`config.mk`:
```
export PLATFORM = sky130hd
export DESIGN_NAME = seq_alu
export DESIGN_NICKNAME = d
export VERILOG_FILES = /design/src/rtl/seq_alu.sv
export SDC_FILE = /design/constraint.sdc
export NUM_CORES = 2
export LEC_CHECK = 0
export CAP_MARGIN = 20
export CORE_UTILIZATION = 50
export DETAILED_ROUTE_END_ITERATION = 12
export PLACE_DENSITY = 0.73
export SLEW_MARGIN = 15
export SYNTH_ARGS = -nofsm -noshare
export SYNTH_HDL_FRONTEND = slang
export SYNTH_SLANG_ARGS = --single-unit
```
`constraint.sdc`:
```
create_clock -name clk -period 12.7 [get_ports clk]
set_input_delay 3.81 -clock clk [delete_from_list [all_inputs] [get_ports clk]]
set_output_delay 3.81 -clock clk [all_outputs]
set_load 0.005 [all_outputs]
```
`src/rtl/seq_alu.sv`:
```
// seq_alu: multi-cycle ALU with a start/busy/done handshake and HI/LO results.
// Logic, add/sub, shift and rotate ops finish in one cycle. Signed multiply
// (radix-2 Booth) and signed divide (restoring) take DATA_W iterations.
// Optional macro SEQ_ALU_FLAGS_EN adds zero/negative/overflow outputs.
module seq_alu #(
  parameter int DATA_W = 32,
  parameter int OP_W   = 5
) (
  input  logic              clk,
  input  logic              clr_n,
  input  logic              start,
  input  logic [OP_W-1:0]   op,
  input  logic [DATA_W-1:0] a,
  input  logic [DATA_W-1:0] b,
  output logic              busy,
  output logic              done,
  output logic [DATA_W-1:0] result_lo,
  output logic [DATA_W-1:0] result_hi,
  output logic              carry_out,
  output logic              div_by_zero
`ifdef SEQ_ALU_FLAGS_EN
  ,
  output logic              zero,
  output logic              negative,
  output logic              overflow
`endif
);

  localparam int SH_W = $clog2(DATA_W);
  localparam int M    = DATA_W - 1;

  localparam logic [OP_W-1:0] OP_ADD  = OP_W'(0);
  localparam logic [OP_W-1:0] OP_SUB  = OP_W'(1);
  localparam logic [OP_W-1:0] OP_AND  = OP_W'(2);
  localparam logic [OP_W-1:0] OP_OR   = OP_W'(3);
  localparam logic [OP_W-1:0] OP_XOR  = OP_W'(4);
  localparam logic [OP_W-1:0] OP_NOT  = OP_W'(5);
  localparam logic [OP_W-1:0] OP_NEG  = OP_W'(6);
  localparam logic [OP_W-1:0] OP_SHL  = OP_W'(7);
  localparam logic [OP_W-1:0] OP_SHR  = OP_W'(8);
  localparam logic [OP_W-1:0] OP_SHRA = OP_W'(9);
  localparam logic [OP_W-1:0] OP_ROL  = OP_W'(10);
  localparam logic [OP_W-1:0] OP_ROR  = OP_W'(11);
  localparam logic [OP_W-1:0] OP_MUL  = OP_W'(12);
  localparam logic [OP_W-1:0] OP_DIV  = OP_W'(13);

  typedef enum logic [1:0] {IDLE, ITER, FIN} state_t;

  state_t            state, state_nx;
  logic [SH_W-1:0]   cnt;
  logic              is_mul_q;
  logic [DATA_W:0]   acc, mreg;
  logic [DATA_W-1:0] qreg;
  logic              qm1, neg_q, neg_r;

  logic              accept, is_mul_in, go_iter;
  logic [DATA_W-1:0] abs_a, abs_b;
  logic [SH_W-1:0]   sh;
  logic [DATA_W:0]   add_w, sub_w;
  logic [DATA_W-1:0] sc_lo, sc_hi;
  logic              sc_c, sc_dbz;

  logic [DATA_W:0]   booth_sum, div_sh, div_tr, acc_nx;
  logic [DATA_W-1:0] q_nx, it_lo, it_hi;
  logic              qm1_nx;

  assign accept    = start && (state != ITER);
  assign is_mul_in = (op == OP_MUL);
  assign go_iter   = is_mul_in || ((op == OP_DIV) && (b != '0));
  assign busy      = (state == ITER);
  assign done      = (state == FIN);

  // State register
  always_ff @(posedge clk or negedge clr_n) begin
    if (!clr_n) state <= IDLE;
    else        state <= state_nx;
  end

  // Next-state: FIN releases busy, so a new start is accepted there too
  always_comb begin
    state_nx = state;
    case (state)
      IDLE, FIN: state_nx = accept ? (go_iter ? ITER : FIN) : IDLE;
      ITER:      if (cnt == '0) state_nx = FIN;
      default:   state_nx = IDLE;
    endcase
  end

  // Single-cycle results, computed straight from the accepted inputs
  always_comb begin
    sh     = b[SH_W-1:0];
    add_w  = {1'b0, a} + {1'b0, b};
    sub_w  = {1'b0, a} - {1'b0, b};
    abs_a  = a[M] ? ('0 - a) : a;
    abs_b  = b[M] ? ('0 - b) : b;
    sc_lo  = '0;
    sc_hi  = '0;
    sc_c   = 1'b0;
    sc_dbz = 1'b0;
    case (op)
      OP_ADD:  begin sc_lo = add_w[M:0]; sc_c = add_w[DATA_W];  end
      OP_SUB:  begin sc_lo = sub_w[M:0]; sc_c = ~sub_w[DATA_W]; end
      OP_AND:  sc_lo = a & b;
      OP_OR:   sc_lo = a | b;
      OP_XOR:  sc_lo = a ^ b;
      OP_NOT:  sc_lo = ~a;
      OP_NEG:  sc_lo = '0 - a;
      OP_SHL:  sc_lo = a << sh;
      OP_SHR:  sc_lo = a >> sh;
      OP_SHRA: sc_lo = $signed(a) >>> sh;
      // a >> DATA_W yields 0, so an amount of 0 returns a unchanged
      OP_ROL:  sc_lo = (a << sh) | (a >> (DATA_W - int'(sh)));
      OP_ROR:  sc_lo = (a >> sh) | (a << (DATA_W - int'(sh)));
      // Only reaches here as a single-cycle op when b == 0
      OP_DIV:  begin sc_lo = '1; sc_hi = a; sc_dbz = 1'b1; end
      default: ;
    endcase
  end

  // One Booth or restoring-division step; it_* is the final result on the last step
  always_comb begin
    booth_sum = acc;
    case ({qreg[0], qm1})
      2'b01:   booth_sum = acc + mreg;
      2'b10:   booth_sum = acc - mreg;
      default: ;
    endcase
    div_sh = {acc[M:0], qreg[M]};
    div_tr = div_sh - mreg;
    acc_nx = acc;
    q_nx   = qreg;
    qm1_nx = 1'b0;
    if (is_mul_q) begin
      acc_nx = {booth_sum[DATA_W], booth_sum[DATA_W:1]};
      q_nx   = {booth_sum[0], qreg[M:1]};
      qm1_nx = qreg[0];
      it_lo  = q_nx;
      it_hi  = acc_nx[M:0];
    end else begin
      if (!div_tr[DATA_W]) begin
        acc_nx = div_tr;
        q_nx   = {qreg[M-1:0], 1'b1};
      end else begin
        acc_nx = div_sh;
        q_nx   = {qreg[M-1:0], 1'b0};
      end
      it_lo = neg_q ? ('0 - q_nx) : q_nx;
      it_hi = neg_r ? ('0 - acc_nx[M:0]) : acc_nx[M:0];
    end
  end

`ifdef SEQ_ALU_FLAGS_EN
  logic sc_ovf;

  // Signed overflow for the single-cycle arithmetic ops
  always_comb begin
    sc_ovf = 1'b0;
    case (op)
      OP_ADD:  sc_ovf = (a[M] == b[M]) && (add_w[M] != a[M]);
      OP_SUB:  sc_ovf = (a[M] != b[M]) && (sub_w[M] != a[M]);
      OP_NEG:  sc_ovf = (a == {1'b1, {(DATA_W-1){1'b0}}});
      default: ;
    endcase
  end
`endif

  // Operand latch, iteration registers and held results
  always_ff @(posedge clk or negedge clr_n) begin
    if (!clr_n) begin
      cnt         <= '0;
      is_mul_q    <= 1'b0;
      acc         <= '0;
      mreg        <= '0;
      qreg        <= '0;
      qm1         <= 1'b0;
      neg_q       <= 1'b0;
      neg_r       <= 1'b0;
      result_lo   <= '0;
      result_hi   <= '0;
      carry_out   <= 1'b0;
      div_by_zero <= 1'b0;
`ifdef SEQ_ALU_FLAGS_EN
      zero        <= 1'b0;
      negative    <= 1'b0;
      overflow    <= 1'b0;
`endif
    end else if (accept) begin
      is_mul_q <= is_mul_in;
      cnt      <= SH_W'(DATA_W - 1);
      acc      <= '0;
      qm1      <= 1'b0;
      qreg     <= is_mul_in ? a : abs_a;
      mreg     <= is_mul_in ? {b[M], b} : {1'b0, abs_b};
      neg_q    <= a[M] ^ b[M];
      neg_r    <= a[M];
      if (!go_iter) begin
        result_lo   <= sc_lo;
        result_hi   <= sc_hi;
        carry_out   <= sc_c;
        div_by_zero <= sc_dbz;
`ifdef SEQ_ALU_FLAGS_EN
        zero        <= (sc_lo == '0);
        negative    <= sc_lo[M];
        overflow    <= sc_ovf;
`endif
      end
    end else if (state == ITER) begin
      acc  <= acc_nx;
      qreg <= q_nx;
      qm1  <= qm1_nx;
      cnt  <= cnt - 1'b1;
      if (cnt == '0) begin
        result_lo   <= it_lo;
        result_hi   <= it_hi;
        carry_out   <= 1'b0;
        div_by_zero <= 1'b0;
`ifdef SEQ_ALU_FLAGS_EN
        zero        <= is_mul_q ? ({it_hi, it_lo} == '0) : (it_lo == '0);
        negative    <= is_mul_q ? it_hi[M] : it_lo[M];
        overflow    <= is_mul_q && (it_hi != {DATA_W{it_lo[M]}});
`endif
      end
    end
  end

endmodule

```
### Word level (Yosys, flattened, before mapping)

Index checks and enable logic that the tools add are counted.

* flip-flop bits (word level): 175
* word-level logic and storage cells: 114
* output and inout bits: 68

* muxes and demuxes: 46
* $add $sub $neg: 11
* reduce and logical (&&, ||, !) cells: 11
* eq/ne operators: 20
* bitwise gates (word level): 8
* shift-type cells: 5

Operator list (number)
* $mux 32: 20
* $pmux 32 s13: 1
* $mux 33: 6
* $sub 1x32->32 const A: 4
* $or 32x32->32: 3
* $pmux 33 s2: 1
* $sub 33x33->33: 2
* $add 32x32->33: 1
* $add 33x33->33: 1
* $sub 32x32->33: 1
* $and 32x32->32: 1
* $not 32->32: 1
* $reduce_bool 32->1: 1
* $shl 32x32->32: 1
* $shl 32x5->32: 1
* $shr 32x32->32: 1
* $shr 32x5->32: 1
* $sshr 32x5->32: 1
* $xor 32x32->32: 1
* $eq 5x4->1 const B: 6
* $eq 5x3->1 const B: 4
* $mux 1: 11
* $eq 5x2->1 const B: 2
* $logic_not 5->1: 2
* other kinds (19): 27

### Longest topological paths before layout

* word-level depth: 9
* gate-level depth with buffers: 23
* depth with buffers taken out: 20

### Worst setup path before layout

No wires, ideal clock.

* kind: input port to flip-flop
* from: input port b[2]
* to: register result_lo[12]
* cell stages on the path: 18
* buffers on the path: 4
* setup time: 0.126 ns
* setup slack: 4.405 ns
* arrival: 8.169 ns
* required time: 12.574 ns
* path through: clkbuf_1 > inv_2 > buf_1 > buf_1 > buf_1 > ha_1 > a21oi_1 > o21ai_0 > a2111oi_0 > o21ai_0 > a21oi_1 > o21bai_1 > a21o_1 > a21oi_1 > nor3_1 > or4b_2 > a221oi_1 > nor2_1

* longest elaborated chain between the ends: 6

RTL lines
* start, declared: line 14 `input logic [DATA_W-1:0] b,`
* $sub 6x5->7: line 112, 113
* $shl 32x32->32 or $shr 32x32->32 (tied branches): line 113, 112
* $or 32x32->32, on equally long branches: line 113, 112
* $pmux 32 s13: line 100 `case (op)`
* $mux 32: line 196 `if (!go_iter) begin`
* $mux 32: line 187 `end else if (accept) begin`
* end signal, assigned: line 197 `result_lo <= sc_lo;`
* end signal, assigned: line 213 `result_lo <= it_lo;`
* end, declared: line 17 `output logic [DATA_W-1:0] result_lo,`

Several ways; a longest one is shown, not always the timed one. The select of a mux whose other input is x is not followed.
A chain may end at the register's enable or synchronous reset.

### Worst setup path in the final report

* from: input port b[0]
* to: register result_lo[19]

Same word-level chain as after synthesis.

==> flow_summary.yaml <==
outcome:
  outcome: "complete, no violations"
global_routing:
  grt_max_degree: 111
  antenna_found_initial: 9
  grt.overflow.total: 0
  grt_use_total_pct: 50.5
  grt_pass1_wl_um: 221000
  grt_pass1_vias: 32100
timing:
  worstMarginPinSlew_ps: 1350
  rsz0062_at_grt: "no"
  period_share_pct: 69.8
  fin_worst_skew_ps: 21.1
  setup_tns_ps: 0
  slew_headroom_pct: 8.95
  setup_slack_ps: 3840
  fin_crit_ps: 8860
  max_freq_mhz: 113
  slew_viol_final: 0
  finalSetupViolations: 0
  timing.final.hold_violations: 0
worst_setup_path:
  path_cells: "buf_4, inv_1, ha_2, or3b_2, nor2_1, nand2_1, nor4_1, a31oi_1, nor2b_1, nand2_1, nand2_2, buf_4, nor2_1, a211o_1, o22ai_1"
  timing.rr.end: "result_hi[20]"
  reg2reg_from: "qreg[31]"
  crit_cells: 15
  cp.required_ps: 13090
  cpPeakStageDelay_ps: 800
  cp_max_fo: 60
  cp_slowest_cell: "nor4_1"
  endpoint: "result_lo[19]"
  rrSetupSlack_ps: 5710
  cp-start-kind: "primary input"
  critPathBufInv: 3
  r2r_cells: 21
  cp_top_family: "simple AND/OR/NAND/NOR gates"
  end_kind: "flip-flop"
  startpoint: "b[0]"
  critPathArrivalTime_ps: 9250
  path_class: "primary input to flip-flop"
cts:
  htree_levels: 4
  cts_tree: "yes"
  postCtsSetupRepairBufs: 0
  clk_pin_slew_ps: 90
  numCtsBuffers: 17
  hold_buffers: 0
  root_buffer: "clkbuf_16"
  cts-resized-gates: 0
  clk_latency_ps: 470
  cts.sinks: 175
  ctsLongestPathBuffers: 2
power:
  clkPwrFrac_pct: 19.0
  power_mw: 2.86
  intPower_mw: 1.44
  power.density_nw_per_um2: 91.6
  swShare_pct: 49.6
  power.switching_mw: 1.42
  p_seq_share_pct: 24.9
  ir_drop_mv: 0.0993
  power_frac_comb_pct: 56.1
  p_leak_nw: 13.0
placement:
  dp_hpwl_um: 115000
  gp_congestion: 1.13
  dpl.cell_count: 4824
  portBuffers: 139
  place_ws_ps: 3520
routing:
  drt_pre_antenna_iters: 9
  vias: 34900
  drc: 0
  antenna_left: 0
  vias_per_cell: 7.19
  totalWireLength_um: 153000
  dr.first_iter.drc_count: 5083
  wire_per_inst_um: 31.4
finish:
  layout_commonest_cell: "nand2_1"
  layout-drive-gt1-share_pct: 6.48
  mostFrequentLayoutCells: "nand2_1, nor2_1, o21ai_0, a21oi_1, dfrtp_1"
  syn_to_final_growth_pct: 8.60
  fin_nets: 4337
  stdcell_count: 4862
  utilization_pct: 55.1
floorplan:
  design.die.area_um2: 58400
  io_pins: 140
  core_um2: 56600
  die_h_um: 242
  die_x_um: 242
  rows: 87
  start_util_pct: 50.7
synthesis:
  yosysWarnings: 0
  ys_async_sr_fraction_pct: 100
  netlist_instances: 4173
  synth_fp_nets: 4419
  ys_dominant_reg_cell: "dfrtp_1"
  yosysSeqAreaShare_pct: 15.2
  avgSynthCellArea_um2: 6.88
  ys_types: 93
  synth-edff-count: 0
  synth_seq_cells: 175
  synth_area_um2: 28700
job:
  drv_cap: 0
min_path:
  hold_class: "flip-flop to flip-flop"
  hold_start: "result_lo[5]"
==> cell type report <==
| cell class | instances | area [µm²] |
|---|---|---|
| fill | 5629 | 25400 |
| multi-input combinational | 3485 | 22500 |
| sequential | 175 | 4380 |
| timing repair buffer | 239 | 2130 |
| tap | 756 | 946 |
| inverter | 173 | 649 |
| clock buffer | 18 | 439 |
| clock inverter | 14 | 143 |
| antenna | 2 | 5.00 |
==> metal layers <==
| metal | up-vias | GRT usage [%] | share of wire, % |
|---|---|---|---|
| met5 | - | 0 | 0.061 |
| met1 | 16300 | 61.8 | 37 |
| met3 | 754 | 14.7 | 13 |
| met4 | 14 | 38.1 | 9.3 |
| li1 | 15200 | - | - |
| met2 | 2683 | 75.0 | 42 |
==> power by group through the flow <==
stage	clock (mW)	combinational, mW	sequential (mW)
after floorplan	0	0.982	0.674
after global placement	0	1.51	0.717
after detailed placement	0	1.51	0.717
after CTS	0.541	1.52	0.706
after global routing	0.558	1.68	0.716
final	0.543	1.60	0.711
==> worst min-delay path: stages (launching register included) <==
cell	delay [ps]
dfrtp_1	350
nand2_1	50
o21ai_0	60
==> flip-flops by register name (all words and copies together) (netlist names) <==
register     flops
neg_r            1
acc             33
is_mul_q         1
state            2
div_by_zero      1
neg_q            1
qm1              1
result_lo       32
qreg            32
cnt              5
carry_out        1
result_hi       32
mreg            33
==> worst min path at each step <==
stage / cells after the start / endpoint / slack [ps]
after floorplan: 1 / cnt[4] / 450
after global placement: 2 / result_lo[5] / 460
after detailed placement: 2 / result_lo[5] / 470
after CTS: 2 / result_lo[5] / 490
after global routing: 1 / cnt[0] / 530
final: 2 / result_lo[5] / 490
==> per-stage QoR <==
step           area (µm²)  hold WS [ps]
6_report            31200           485
5_1_grt             31200           531
3_3_place_gp        30500           465
4_1_cts             31100           490
2_1_floorplan       28700           452
3_5_place_dp        30500           474
==> synthesized netlist by cell type, types with 18 or more instances <==
| master | number | area [µm²] |
|---|---|---|
| inv_1 | 165 | 619 |
| a31oi_1 | 86 | 538 |
| buf_1 | 53 | 199 |
| nor3_1 | 97 | 485 |
| xor2_1 | 53 | 464 |
| a221o_1 | 24 | 240 |
| mux4_2 | 37 | 833 |
| dfrtp_1 | 175 | 4380 |
| mux2_2 | 26 | 293 |
| nor2b_1 | 31 | 194 |
| a2111oi_0 | 18 | 158 |
| clkbuf_1 | 270 | 1010 |
| a21oi_1 | 381 | 1910 |
| ha_1 | 170 | 2130 |
| nand2b_1 | 29 | 181 |
| a21o_1 | 63 | 473 |
| o31ai_1 | 36 | 270 |
| mux2i_1 | 135 | 1350 |
| o22ai_1 | 56 | 350 |
| o21a_1 | 20 | 150 |
| o21bai_1 | 28 | 210 |
| xnor2_1 | 152 | 1330 |
| a221oi_1 | 42 | 368 |
| a22oi_1 | 21 | 158 |
| o221ai_1 | 29 | 254 |
| nor2_1 | 426 | 1600 |
| o21ai_0 | 392 | 1960 |
| nand2_1 | 504 | 1890 |
| nand4_1 | 34 | 213 |
| a211oi_1 | 56 | 420 |
| nand3_1 | 101 | 505 |
| and3_1 | 34 | 213 |
| o211ai_1 | 81 | 608 |
| nor4_1 | 28 | 175 |
| or3_1 | 40 | 250 |
| or4_1 | 19 | 143 |
==> cells by family (layout without fill, tap and decap cells) <==
family	Yosys count	after routing	synth area share, %
XOR/XNOR	205	205	6.25
AO/OA/AOI/OAI	1494	1494	33.2
AND/OR/NAND/NOR	1414	1414	22.2
other	0	2	0
flip-flops	175	175	15.2
multiplexers	198	198	8.63
buffers and inverters	513	444	6.78
adder cells (fa/ha/maj)	174	174	7.69
(Power assumes the default switching activity.)
